## src/rtl/flash_to_sram_loader_if.sv

```systemverilog
// Request/idle handshake bundle between the boot-image loader and the external memory controller.
interface flash_to_sram_loader_if;
  logic        flash_read_req;
  logic [19:0] flash_read_address;
  logic [7:0]  flash_read_data;
  logic        flash_read_idle;
  logic        sram_write_req;
  logic [17:0] sram_write_address;
  logic [7:0]  sram_write_data;
  logic        sram_write_idle;

  modport master (
    output flash_read_req, flash_read_address,
    input  flash_read_data, flash_read_idle,
    output sram_write_req, sram_write_address, sram_write_data,
    input  sram_write_idle
  );

  modport slave (
    input  flash_read_req, flash_read_address,
    output flash_read_data, flash_read_idle,
    input  sram_write_req, sram_write_address, sram_write_data,
    output sram_write_idle
  );
endinterface

```

## src/rtl/flash_to_sram_loader.sv

```systemverilog
// Boot-time copy engine: streams LENGTH bytes from flash to SRAM through the memory controller,
// one read/write pair per byte, accumulating a 16-bit additive checksum.
module flash_to_sram_loader #(
  parameter int LEN_W          = 18,
  parameter int TIMEOUT_CYCLES = 255
) (
  input  logic                   CLK_40,
  input  logic                   reset_n,
  input  logic                   start,
  input  logic [19:0]            src_addr,
  input  logic [17:0]            dst_addr,
  input  logic [LEN_W-1:0]       length,
  input  logic                   abort,
  output logic                   busy,
  output logic                   done,
  output logic                   error,
  output logic                   aborted,
  output logic [LEN_W-1:0]       bytes_done,
  output logic [15:0]            checksum,
  flash_to_sram_loader_if.master mem
);

  typedef enum logic [3:0] {
    IDLE, FRD_REQ, FRD_WAIT, FRD_SETTLE, SWR_REQ, SWR_WAIT, SWR_SETTLE, NEXT, DONE
  } state_t;

  localparam logic [7:0] TMO_LAST = 8'(TIMEOUT_CYCLES - 1);

  state_t           state;
  logic [19:0]      src;
  logic [17:0]      dst;
  logic [LEN_W-1:0] len;
  logic [7:0]       data_byte;
  logic [7:0]       tmo;
  logic             abort_pending;
  logic             frd_req;
  logic             swr_req;
  logic             advance;
  logic             in_handshake;
  logic [LEN_W-1:0] next_count;

  assign mem.flash_read_req     = frd_req;
  assign mem.flash_read_address = src;
  assign mem.sram_write_req     = swr_req;
  assign mem.sram_write_address = dst;
  assign mem.sram_write_data    = data_byte;

  assign next_count   = bytes_done + 1'b1;
  assign in_handshake = state inside {FRD_REQ, FRD_WAIT, FRD_SETTLE, SWR_REQ, SWR_WAIT, SWR_SETTLE};

  // Settle states need tmo != 0 so the controller gets one cycle to show a repeated op as busy.
  always_comb begin
    advance = 1'b0;
    case (state)
      FRD_REQ:    advance = !mem.flash_read_idle;
      FRD_WAIT:   advance = mem.flash_read_idle;
      FRD_SETTLE: advance = (tmo != 8'd0) && mem.flash_read_idle;
      SWR_REQ:    advance = !mem.sram_write_idle;
      SWR_WAIT:   advance = mem.sram_write_idle;
      SWR_SETTLE: advance = (tmo != 8'd0) && mem.sram_write_idle;
      default:    advance = 1'b1;
    endcase
  end

  always_ff @(posedge CLK_40 or negedge reset_n) begin
    if (!reset_n) begin
      state         <= IDLE;
      src           <= '0;
      dst           <= '0;
      len           <= '0;
      data_byte     <= '0;
      tmo           <= '0;
      abort_pending <= 1'b0;
      frd_req       <= 1'b0;
      swr_req       <= 1'b0;
      busy          <= 1'b0;
      done          <= 1'b0;
      error         <= 1'b0;
      aborted       <= 1'b0;
      bytes_done    <= '0;
      checksum      <= '0;
    end else begin
      done <= 1'b0;
      if (busy && abort) abort_pending <= 1'b1;

      if (in_handshake && !advance) begin
        if (tmo == TMO_LAST) begin
          frd_req <= 1'b0;
          swr_req <= 1'b0;
          error   <= 1'b1;
          state   <= DONE;
        end else begin
          tmo <= tmo + 8'd1;
        end
      end else begin
        tmo <= '0;
        case (state)
          IDLE: if (start) begin
            src           <= src_addr;
            dst           <= dst_addr;
            len           <= length;
            bytes_done    <= '0;
            checksum      <= '0;
            error         <= 1'b0;
            aborted       <= 1'b0;
            abort_pending <= 1'b0;
            busy          <= 1'b1;
            if (length == '0) begin
              state <= DONE;
            end else begin
              frd_req <= 1'b1;
              state   <= FRD_REQ;
            end
          end
          FRD_REQ:  state <= FRD_WAIT;
          FRD_WAIT: begin
            data_byte <= mem.flash_read_data;
            frd_req   <= 1'b0;
            state     <= FRD_SETTLE;
          end
          FRD_SETTLE: begin
            swr_req <= 1'b1;
            state   <= SWR_REQ;
          end
          SWR_REQ:  state <= SWR_WAIT;
          SWR_WAIT: begin
            swr_req <= 1'b0;
            state   <= SWR_SETTLE;
          end
          SWR_SETTLE: state <= NEXT;
          NEXT: begin
            bytes_done <= next_count;
            checksum   <= checksum + {8'h00, data_byte};
            src        <= src + 20'd1;
            dst        <= dst + 18'd1;
            if (next_count == len) begin
              state <= DONE;
            end else if (abort_pending) begin
              aborted <= 1'b1;
              state   <= DONE;
            end else begin
              frd_req <= 1'b1;
              state   <= FRD_REQ;
            end
          end
          DONE: begin
            done    <= 1'b1;
            busy    <= 1'b0;
            frd_req <= 1'b0;
            swr_req <= 1'b0;
            state   <= IDLE;
          end
          default: state <= IDLE;
        endcase
      end
    end
  end

endmodule
```

## src/flat_wrapper.sv

```systemverilog
// flat-port wrapper written by rule: the top's interface ports become plain ports
module flash_to_sram_loader_flat 
#(
  parameter int LEN_W          = 18,
  parameter int TIMEOUT_CYCLES = 255
)
  (CLK_40, reset_n, start, src_addr, dst_addr, length, abort, busy, done, error, aborted, bytes_done, checksum, mem_flash_read_req, mem_flash_read_address, mem_flash_read_data, mem_flash_read_idle, mem_sram_write_req, mem_sram_write_address, mem_sram_write_data, mem_sram_write_idle);
  flash_to_sram_loader_if mem_i ();
  input  logic CLK_40;
  input  logic reset_n;
  input  logic start;
  input  logic [19:0] src_addr;
  input  logic [17:0] dst_addr;
  input  logic [LEN_W-1:0] length;
  input  logic abort;
  output logic busy;
  output logic done;
  output logic error;
  output logic aborted;
  output logic [LEN_W-1:0] bytes_done;
  output logic [15:0] checksum;
  output wire logic [$bits(mem_i.flash_read_req)-1:0] mem_flash_read_req;
  output wire logic [$bits(mem_i.flash_read_address)-1:0] mem_flash_read_address;
  input wire logic [$bits(mem_i.flash_read_data)-1:0] mem_flash_read_data;
  input wire logic [$bits(mem_i.flash_read_idle)-1:0] mem_flash_read_idle;
  output wire logic [$bits(mem_i.sram_write_req)-1:0] mem_sram_write_req;
  output wire logic [$bits(mem_i.sram_write_address)-1:0] mem_sram_write_address;
  output wire logic [$bits(mem_i.sram_write_data)-1:0] mem_sram_write_data;
  input wire logic [$bits(mem_i.sram_write_idle)-1:0] mem_sram_write_idle;
  assign mem_flash_read_req = mem_i.flash_read_req;
  assign mem_flash_read_address = mem_i.flash_read_address;
  assign mem_i.flash_read_data = mem_flash_read_data;
  assign mem_i.flash_read_idle = mem_flash_read_idle;
  assign mem_sram_write_req = mem_i.sram_write_req;
  assign mem_sram_write_address = mem_i.sram_write_address;
  assign mem_sram_write_data = mem_i.sram_write_data;
  assign mem_i.sram_write_idle = mem_sram_write_idle;
  flash_to_sram_loader #(.LEN_W(LEN_W), .TIMEOUT_CYCLES(TIMEOUT_CYCLES)) u_core (.CLK_40(CLK_40), .reset_n(reset_n), .start(start), .src_addr(src_addr), .dst_addr(dst_addr), .length(length), .abort(abort), .busy(busy), .done(done), .error(error), .aborted(aborted), .bytes_done(bytes_done), .checksum(checksum), .mem(mem_i));
endmodule
```

## config.mk

```make
export PLATFORM = sky130hd
export DESIGN_NAME = flash_to_sram_loader_flat
export DESIGN_NICKNAME = d
export VERILOG_FILES = /design/src/rtl/flash_to_sram_loader_if.sv /design/src/rtl/flash_to_sram_loader.sv /design/src/flat_wrapper.sv
export SDC_FILE = /design/constraint.sdc
export NUM_CORES = 1
export LEC_CHECK = 0
export CELL_PAD_IN_SITES_DETAIL_PLACEMENT = 1
export CELL_PAD_IN_SITES_GLOBAL_PLACEMENT = 2
export CORE_ASPECT_RATIO = 1.1
export CORE_MARGIN = 4
export CORE_UTILIZATION = 30
export CTS_CLUSTER_SIZE = 25
export DETAILED_ROUTE_END_ITERATION = 7
export PLACE_DENSITY_LB_ADDON = 0.1
export SLEW_MARGIN = 20
export SYNTH_ARGS = -nofsm -noshare
export SYNTH_HDL_FRONTEND = slang
export SYNTH_SLANG_ARGS = --single-unit
```

## constraint.sdc

```tcl
create_clock -name CLK_40 -period 3.4 [get_ports CLK_40]
set_clock_uncertainty 0.05 [all_clocks]
set_input_delay 0.68 -clock CLK_40 [delete_from_list [all_inputs] [get_ports CLK_40]]
set_output_delay 0.68 -clock CLK_40 [all_outputs]
set_load 0.02 [all_outputs]
```

==> results of run 1 <==
## synth_stat cells, types with 3 or more instances
cell and n:
a31oi_1 8, dfrtp_1 117, clkbuf_1 33, xnor2_1 25
xor2_1 27, nor3b_1 6, and3_1 20, a21oi_1 26
o21ai_0 77, nor2b_1 3, nand2_1 137, mux2i_1 14
mux2_2 8, and2_1 5, nand2b_1 3, buf_1 3
ha_1 14, o21a_1 3, nand3_1 31, or3_1 5
o21bai_1 3, nor2_1 52, a21o_1 4, nand4_1 17
o221ai_1 10, nor4_1 10, buf_6 3, o31ai_1 14
a221o_1 12, nor3_1 6, inv_1 9
## power groups by stage
| stage | clock network (µW) | logic, µW | registers (µW) |
|---|---|---|---|
| finish | 2140 | 3170 | 2470 |
| floorplan | 0 | 1570 | 2680 |
| global placement | 0 | 3140 | 2460 |
| CTS | 2190 | 3230 | 2480 |
| global route | 2260 | 3470 | 2560 |
| detailed placement | 0 | 3210 | 2490 |
## state kept, by name, summed over array words and instances (netlist names)
register                       count
u_core.abort_pending               1
u_core.aborted                     1
u_core.busy                        1
u_core.bytes_done                 18
u_core.checksum                   16
u_core.done                        1
u_core.error                       1
u_core.len                        18
u_core.mem.flash_read_address     20
u_core.mem.flash_read_req          1
u_core.mem.sram_write_address     18
u_core.mem.sram_write_data         8
u_core.mem.sram_write_req          1
u_core.state                       4
u_core.tmo                         8
## per-stage QoR
stage          power [µW]  std cells  setup slack, ns  hold slack [ns]  util, %
3_5_place_dp         5700       1162            0.221            0.425     39.5
3_3_place_gp         5590       1162            0.294            0.407     39.5
6_report             7780       1193            0.210            0.271     42.7
4_1_cts              7900       1193            0.206            0.288     42.7
5_1_grt              8290       1193           0.0460            0.313     42.7
2_1_floorplan        4240        744            0.275            0.334        -
## critical path, delay by kind of cell (launching register included)
kind / cells / cell delay, ns
adder cells (fa/ha/maj): 1 / 0.36
AND/OR/NAND/NOR: 5 / 1.53
AO/OA/AOI/OAI: 3 / 0.72
flip-flops: 1 / 0.42
## final timing paths
kind	startpoint	end	slack (ns)	cells after the start
setup / recovery	u_core.bytes_done[1]	u_core.mem.flash_read_req	0.21	9
max in group asynchronous	reset_n	u_core.len[11]	2.18	2
setup reg to reg	u_core.bytes_done[1]	u_core.mem.flash_read_req	0.21	9
hold reg to reg	u_core.mem.sram_write_req	u_core.mem.sram_write_req	0.43	2
hold / removal	reset_n	u_core.mem.sram_write_address[0]	0.27	1
min in group CLK_40	u_core.mem.sram_write_req	u_core.mem.sram_write_req	0.43	2
## cell type report
cell class              instances  area share, %
flip-flops and latches        117           31.7
well taps                     290           3.93
clock buffers                  23           5.40
inverters                       9          0.366
repair buffers                169           18.1
clock inverters                 8           2.09
multi-input cells             577           38.4
## cell usage in the layout, fill, tap and decap left out, types with 14 or more instances in the layout
master / synthesis / layout
o21ai_0: 77 / 77
xor2_1: 27 / 27
nand4_1: 17 / 17
buf_4: 0 / 14
nor2_1: 52 / 52
clkbuf_16: 0 / 17
dfrtp_1: 117 / 117
nand2_1: 137 / 137
mux2i_1: 14 / 14
xnor2_1: 25 / 25
o31ai_1: 14 / 14
ha_1: 14 / 14
clkdlybuf4s50_1: 0 / 154
a21oi_1: 26 / 25
and3_1: 20 / 20
nand3_1: 31 / 30
## cell families (layout without fill, tap and decap cells)
group,after synthesis,after routing,synth area share (%)
buf+inv,50,209,3.19
xor+xnor,52,52,6.84
flops,117,117,43.9
compound gates,173,173,16.6
fa+ha+maj,15,15,2.93
mux,22,22,3.46
simple gates,315,315,23.0
## routing by layer
metal	vias up	GRT usage, %	wire length [µm]	part of all wire (%)
li1	2970	-	-	-
met1	3137	23.8	10200	45
met2	127	31.5	11200	49
met3	15	5.33	1200	5.3
met4	0	3.70	178	0.78
met5	-	0	0	0
==> out/qor.txt, run 1 <==
status -> completed
clock share of power -> 27.5%
CP arrival -> 3.44 ns
post-synth top area share -> 43.9%
Rel. slew slack -> 42.6%
CTS tree -> yes
Crit Path Class -> register to register
DP Area -> 0.00853 mm²
PwrDens -> 843 mW/mm²
clk buf depth -> 2
routed vias -> 6249
Synth Instances -> 744
Max Cap Violations -> 0
critical path's most frequent cell -> or4_4
first-pass GRT wire length -> 36200 µm
DIE HEIGHT -> 164 µm
slowest stage delay, CP -> 0.58 ns
Total Neg Setup Slack -> 0 ns
RSZ-0062 raised after global routing -> false
CP Launch Type -> register
Psw -> 3020 µW
DRC viols -> 0
Die W -> 150 µm
vias per cell -> 5.24
# H-tree levels -> 4
final wirelength -> 22800 µm
core box area -> 0.0216 mm²
routability cong. -> 0.793
PortBufs -> 155
Critical Path, Cell by Cell -> ha_1 > nand3_4 > or4_4 > a2111oi_4 > nand4_1 > or4_4 > nor4_4 > a21oi_2 > a22o_1
Root Driver -> clkbuf_16
Sw Ratio -> 38.8%
first drt pass iteration count -> 4
Post-CTS Repair Setup Buffers -> 0
design internal power -> 4760 µW
Synth area leaders -> dfrtp_1, nand2_1, o21ai_0
initial antenna violation count -> 0
routed length per instance -> 19.1 µm
DIE AREA -> 0.0247 mm²
combinational group share of total power -> 40.7%
ratio of final minimum period to clock period -> 93.8%
area delta synth->final -> 38.4%
Synth cell types -> 62
Critical Path RT -> 3.65 ns
pin count of the biggest net entering global routing -> 78
syn_area_per_cell -> 8.96 µm²
post-cts resize count -> 0
multi-input combinational cell area -> 0.00354 mm²
Worst-Skew Late Latency -> 0.42 ns
post-route ant nets -> 0
# nets final -> 976
Post-synth EDFFs -> 0
CTS buffer count -> 17
ANT cells -> 0
Cell Area, Synth -> 0.00666 mm²
Peak VDD IR -> 0.000338 V
critical path peak fanout -> 8
Fmax -> 313 MHz
Initial DRC Count -> 310
Yosys top cell by area -> dfrtp_1
Clock Sinks -> 117
Pleak -> 0.00387 µW
storage element area -> 0.00293 mm²
dpl hpwl -> 16000 µm
I/O pin count -> 156
Clock Pin Slew Worst Setup and Hold Paths -> 0.06 ns
Max Transition Viols Final -> 0
layout cell share with drive strength beyond 1 -> 7.86%
final hold violation count -> 0
Post-CTS Hold Buffers -> 0
CP max-delay cell -> or4_4
Post-Syn Nets -> 829
filler cell count -> 2529
Starting Density -> 30.9%
Syn. warnings -> 0
ys async rst share -> 100%
Final min period -> 3.19 ns
register area share after synthesis -> 43.9%
Yosys reg bits -> 117
Seq pwr share -> 31.8%
Critical Path Sink Type -> register
final setup fails -> 0
Total GRT Usage -> 18.6%
Finished Cell Area -> 0.00922 mm²
vias in the first global route -> 6448
Worst Tran Pin Value -> 0.861 ns
HP Class -> input port to async pin
row cnt -> 56
GR Overflow Total -> 0
top_reg_cell synth -> dfrtp_1
Note: power is estimated with default switching activity, not from simulation.
==> run 2: changes to the inputs <==
--- a/config.mk
+++ b/config.mk
@@ -13,6 +13,7 @@
 export CTS_CLUSTER_SIZE = 25
 export DETAILED_ROUTE_END_ITERATION = 7
 export PLACE_DENSITY_LB_ADDON = 0.1
+export RECOVER_POWER = 100
 export SLEW_MARGIN = 20
 export SYNTH_ARGS = -nofsm -noshare
 export SYNTH_HDL_FRONTEND = slang
==> run 2 against run 1 <==
Against the previous run: the flow now finishes with violations (max-capacitance violations, max-slew violations); combinational power down 5%; via count down 0.38%; sequential power about the same; sequential share of layout area up 0.14 points; total power down 2.0%; clock-buffer cell count unchanged; clock power about the same; highest routed layer unchanged.
==> out/qor.txt, run 2 (synthesis gave the netlist of run 1 again) <==
failing checks -> max-capacitance violations, max-slew violations
ratio of final minimum period to clock period -> 94.0%
most frequent cells in the layout -> nand2_1, dfrtp_1, dlygate4sd3_1
Critical Path Sink Type -> register
Root Driver -> clkbuf_16
GR Overflow Total -> 0
DRC viols -> 0
CP arrival -> 3.44 ns
Starting Density -> 30.9%
core box area -> 0.0216 mm²
Max Transition Viols Final -> 33
first drt pass iteration count -> 6
area delta synth->final -> 37.8%
final core utilization -> 42.5%
first-pass GRT wire length -> 36200 µm
Rel. slew slack -> -19.1%
Crit Path Class -> register to register
final wirelength -> 22700 µm
status -> finished with violations
Pleak -> 0.00402 µW
PwrDens -> 830 mW/mm²
max reg flops -> 20
DIE HEIGHT -> 164 µm
Initial DRC Count -> 342
most common cell after layout, fill and taps aside -> nand2_1
row cnt -> 56
dpl hpwl -> 16000 µm
Peak VDD IR -> 0.000336 V
RSZ-0062 raised after global routing -> false
# nets final -> 976
HP Start -> u_core.mem.sram_write_req
Max Cap Violations -> 1
routed vias -> 6225
critical path peak fanout -> 8
Final min period -> 3.20 ns
ANT cells -> 0
Clock Sinks -> 117
Post-CTS Hold Buffers -> 0
Fmax -> 313 MHz
HP Class -> register to register
DIE AREA -> 0.0247 mm²
Total GRT Usage -> 18.6%
Worst-Skew Late Latency -> 0.42 ns
routed length per instance -> 19.1 µm
initial antenna violation count -> 0
routability cong. -> 0.793
clk buf depth -> 2
final setup fails -> 0
CTS tree -> yes
Post-CTS Repair Setup Buffers -> 0
total power draw -> 7620 µW
CP Launch Type -> register
CTS buffer count -> 17
Worst Tran Pin Value -> 1.79 ns
Critical Path RT -> 3.65 ns
final hold violation count -> 0
Total Neg Setup Slack -> 0 ns
post-route ant nets -> 0
# H-tree levels -> 4
pin count of the biggest net entering global routing -> 78
vias per cell -> 5.22
Clock Pin Slew Worst Setup and Hold Paths -> 0.06 ns
I/O pin count -> 156
Reg-to-Reg Start -> u_core.bytes_done[1]
layout cell share with drive strength beyond 1 -> 7.20%
post-cts resize count -> 0
Die W -> 150 µm
vias in the first global route -> 6448
PortBufs -> 155
Worst setup startpoint -> u_core.bytes_done[1]
## run 2: cell types whose count changed in the layout (fill, tap and decap cells not counted), sizes merged
cell,change
clkbuf,+8
clkdlybuf4s50,-86
buf,-8
dlygate4sd3,+86
## run 2: cell type report
cell class              instances  area [µm²]
fillers                      2534       12400
repair buffers                169        1630
flip-flops and latches        117        2930
inverters                       9        33.8
multi-input cells             577        3540
clock buffers                  23         498
clock inverters                 8         193
well taps                     290         363
## run 2: worst paths after layout
kind | endpoint | slack (ns) | cells past startpoint
max | u_core.mem.flash_read_req | 0.20 | 9
min | u_core.mem.sram_write_req | 0.43 | 2
max reg2reg | u_core.mem.flash_read_req | 0.20 | 9
min reg2reg | u_core.mem.sram_write_req | 0.43 | 2
max in group asynchronous | u_core.len[11] | 0.99 | 2
min in group asynchronous | u_core.mem.sram_write_address[0] | 0.54 | 1
## run 2: critical path, cell delays in order (launching register included)
cell and delay [ns]:
dfrtp_1 0.42, ha_1 0.35, nand3_4 0.16, or4_4 0.58, a2111oi_4 0.36, nand4_1 0.14
or4_4 0.44, nor4_4 0.21, a21oi_2 0.11, a22o_1 0.27
## run 2: metrics by stage
step | cells | hold WS, ns | setup slack [ns] | cell area, µm²
after global routing | 1193 | 0.450 | 0.0276 | 9180
after CTS | 1193 | 0.288 | 0.206 | 9220
after global placement | 1162 | 0.407 | 0.294 | 8530
after detailed placement | 1162 | 0.425 | 0.221 | 8530
after floorplan | 744 | 0.334 | 0.275 | 6660
final | 1193 | 0.426 | 0.203 | 9180
## run 2: routing by layer
metal | global-route usage (%) | vias to the layer above | part of all wire, %
li1 | - | 2966 | -
met1 | 23.8 | 3126 | 45
met2 | 31.5 | 120 | 49
met3 | 5.33 | 13 | 5.2
met4 | 3.70 | 0 | 0.89
met5 | 0 | - | 0
## run 2: report_power, final
group	switching (µW)	total (µW)	internal [µW]	leakage [µW]
combinational	1740	3020	1290	0.00217
sequential	598	2460	1860	0.00151
clock	669	2140	1470	0.000335
total	3000	7620	4610	0.00402
==> run 3: changes to the inputs <==
--- a/config.mk
+++ b/config.mk
@@ -5,15 +5,17 @@
 export SDC_FILE = /design/constraint.sdc
 export NUM_CORES = 1
 export LEC_CHECK = 0
+export ABC_AREA = 1
 export CELL_PAD_IN_SITES_DETAIL_PLACEMENT = 1
 export CELL_PAD_IN_SITES_GLOBAL_PLACEMENT = 2
 export CORE_ASPECT_RATIO = 1.1
 export CORE_MARGIN = 4
-export CORE_UTILIZATION = 30
+export CORE_UTILIZATION = 29
 export CTS_CLUSTER_SIZE = 25
 export DETAILED_ROUTE_END_ITERATION = 7
 export PLACE_DENSITY_LB_ADDON = 0.1
 export RECOVER_POWER = 100
+export SKIP_CTS_REPAIR_TIMING = 1
 export SLEW_MARGIN = 20
 export SYNTH_ARGS = -nofsm -noshare
 export SYNTH_HDL_FRONTEND = slang
==> run 3 against run 2 <==
Against the previous run: critical path type unchanged; sequential share of layout area rose by 0.14 points; worst setup slack improved by 0.44 ns; first-iteration DRC count is 43% lower; critical endpoint unchanged; highest routed layer unchanged; routed wire length is 2.8% higher; maximum frequency rose by 16%; the flow still finishes with violations (max-capacitance violations, max-slew violations); critical path depth is 1 higher.
==> out/qor.txt, run 3 <==
design internal power -> 4530 µW
post-synth top area share -> 43.9%
Critical Path RT -> 3.66 ns
CP Launch Type -> register
routed vias -> 6473
max reg flops -> 20
final wirelength -> 23400 µm
Cell Area, Synth -> 0.00667 mm²
clk buf depth -> 2
first drt pass iteration count -> 4
CTS buffer count -> 17
most frequent cells in the layout -> nand2_1, dfrtp_1, inv_1, dlygate4sd3_1, nor2_1
Crit path max-delay family -> simple AND/OR/NAND/NOR gates
Post-synth EDFFs -> 0
Syn. warnings -> 0
Yosys top cell by area -> dfrtp_1
final hold violation count -> 0
Synth area leaders -> dfrtp_1, nand2_1, nand3_1
reg2reg path depth -> 10
status -> finished with violations
PwrDens -> 878 mW/mm²
Peak VDD IR -> 0.000453 V
RSZ-0062 raised after global routing -> false
reg-to-reg setup timing slack -> 0.65 ns
area delta synth->final -> 37.1%
I/O pin count -> 156
initial antenna violation count -> 0
Synth Instances -> 868
post-route ant nets -> 0
DIE AREA -> 0.0255 mm²
Total GRT Usage -> 18.7%
# nets final -> 1112
Crit Path Class -> register to register
Critical Path, Cell by Cell -> nor2_1 > inv_1 > nor2_4 > inv_1 > nand3_1 > nand2_1 > inv_1 > nand3_1 > nand2_1 > nand2_1
crit path buf inv count -> 3
Place WS -> 0.671 ns
Starting Density -> 29.8%
vias in the first global route -> 6989
routability cong. -> 0.778
vias per cell -> 4.85
Worst Tran Pin Value -> 1.61 ns
Final min period -> 2.75 ns
failing checks -> max-capacitance violations, max-slew violations
Rel. slew slack -> -7.34%
Reg-to-Reg Start -> u_core.state[3]
register area share after synthesis -> 43.9%
ys async rst share -> 100%
synth cell count leaders -> nand2_1, dfrtp_1, inv_1
core box area -> 0.0224 mm²
top_reg_cell synth -> dfrtp_1
DRC viols -> 0
Max Cap Violations -> 1
row cnt -> 57
most frequent cell after synthesis -> nand2_1
DIE HEIGHT -> 167 µm
Root Driver -> clkbuf_16
PortBufs -> 155
combinational group share of total power -> 46.5%
Clock Pin Slew Worst Setup and Hold Paths -> 0.06 ns
final worst slack -> 0.646 ns
slowest stage delay, CP -> 0.70 ns
Pleak -> 0.00411 µW
crit path to -> u_core.mem.flash_read_req
Psw -> 3500 µW
syn_area_per_cell -> 7.68 µm²
Critical Path Stages -> 10
critical path peak fanout -> 34
Post-Syn Nets -> 953
CTS tree -> yes
first-pass GRT wire length -> 38300 µm
hold_ws -> 0.201 ns
Worst setup startpoint -> u_core.state[3]
HP Class -> input port to async pin
Seq pwr share -> 30.3%
Synth cell types -> 44
dpl hpwl -> 17200 µm
ANT cells -> 0
Die W -> 153 µm
Initial DRC Count -> 195
Fmax -> 363 MHz
CP max-delay cell -> inv_1
layout cell share with drive strength beyond 1 -> 6.73%
FF-to-FF End -> u_core.mem.flash_read_req
Yosys reg bits -> 117
clock share of power -> 23.3%
# H-tree levels -> 4
Total Neg Setup Slack -> 0 ns
pin count of the biggest net entering global routing -> 61
Max Transition Viols Final -> 61
Worst-Skew Late Latency -> 0.42 ns
Critical Path Sink Type -> register
Sw Ratio -> 43.6%
routed length per instance -> 17.5 µm
final setup fails -> 0
GR Overflow Total -> 0
most common cell after layout, fill and taps aside -> nand2_1
ratio of final minimum period to clock period -> 81.0%
Clock Sinks -> 117
CP arrival -> 3.01 ns
## run 3: changes by cell type in the layout (fill, tap and decap cells not counted), moves of 12 or more
cell / delta
mux2i_1: -14
nor2_1: +25
nand3_1: +38
o31ai_1: -13
xor2_1: -14
xnor2_1: -12
o21ai_0: -25
inv_1: +77
nand2_1: +103
o211ai_1: +15
a221o_1: -12
and3_1: -19
## run 3: cell type report
cell class	instances	area, µm²
Sequential cell	117	2930
Multi-Input combinational cell	633	3280
Tap cell	295	369
Fill cell	2741	13300
Timing Repair Buffer	163	1610
Clock inverter	12	155
Inverter	95	357
Clock buffer	20	447
## run 3: worst min-delay path by stage
stage                           end  slack (ns)  cells after the start
2_1_floorplan  u_core.abort_pending        0.33                      0
3_3_place_gp         u_core.len[16]        0.43                      2
3_5_place_dp         u_core.len[16]        0.44                      2
4_1_cts              u_core.len[14]        0.24                      1
5_1_grt              u_core.len[14]        0.25                      1
6_report             u_core.len[14]        0.20                      1
## run 3: per-layer routing
| layer | track usage (%) | vias up | part of all wire (%) |
|---|---|---|---|
| li1 | - | 3187 | - |
| met1 | 24.3 | 3157 | 46 |
| met2 | 32.2 | 116 | 49 |
| met3 | 3.69 | 13 | 3.4 |
| met4 | 4.34 | 0 | 0.90 |
| met5 | 0 | - | 0 |
## run 3: cells by family (layout without fill, tap and decap cells)
| kind of cell | count (synthesis) | in the layout | synth area share [%] |
|---|---|---|---|
| adders and majority gates | 15 | 15 | 2.93 |
| xor gates and xnor gates | 26 | 26 | 3.41 |
| and+or+nand+nor | 445 | 445 | 28.8 |
| DFF | 117 | 117 | 43.9 |
| AOI/OAI and AO/OA | 139 | 139 | 12.5 |
| buffers and inverters | 118 | 290 | 7.07 |
| muxes | 8 | 8 | 1.35 |
## run 3: power groups by stage
stage	combinational (µW)	sequential, µW	clock, µW
CTS	3960	2450	1910
global placement	3900	2470	0
floorplan	2000	2770	0
detailed placement	3950	2460	0
finish	3730	2430	1870
global route	4180	2520	1980
## run 3: per-stage QoR
step	cell area, µm²	instances	utilization [%]	total power, µW
after global placement	8580	1303	38.3	6370
after global routing	9140	1335	40.8	8680
after CTS	9180	1335	41.0	8330
after detailed placement	8580	1303	38.3	6410
final	9140	1335	40.8	8030
after floorplan	6670	868	-	4760
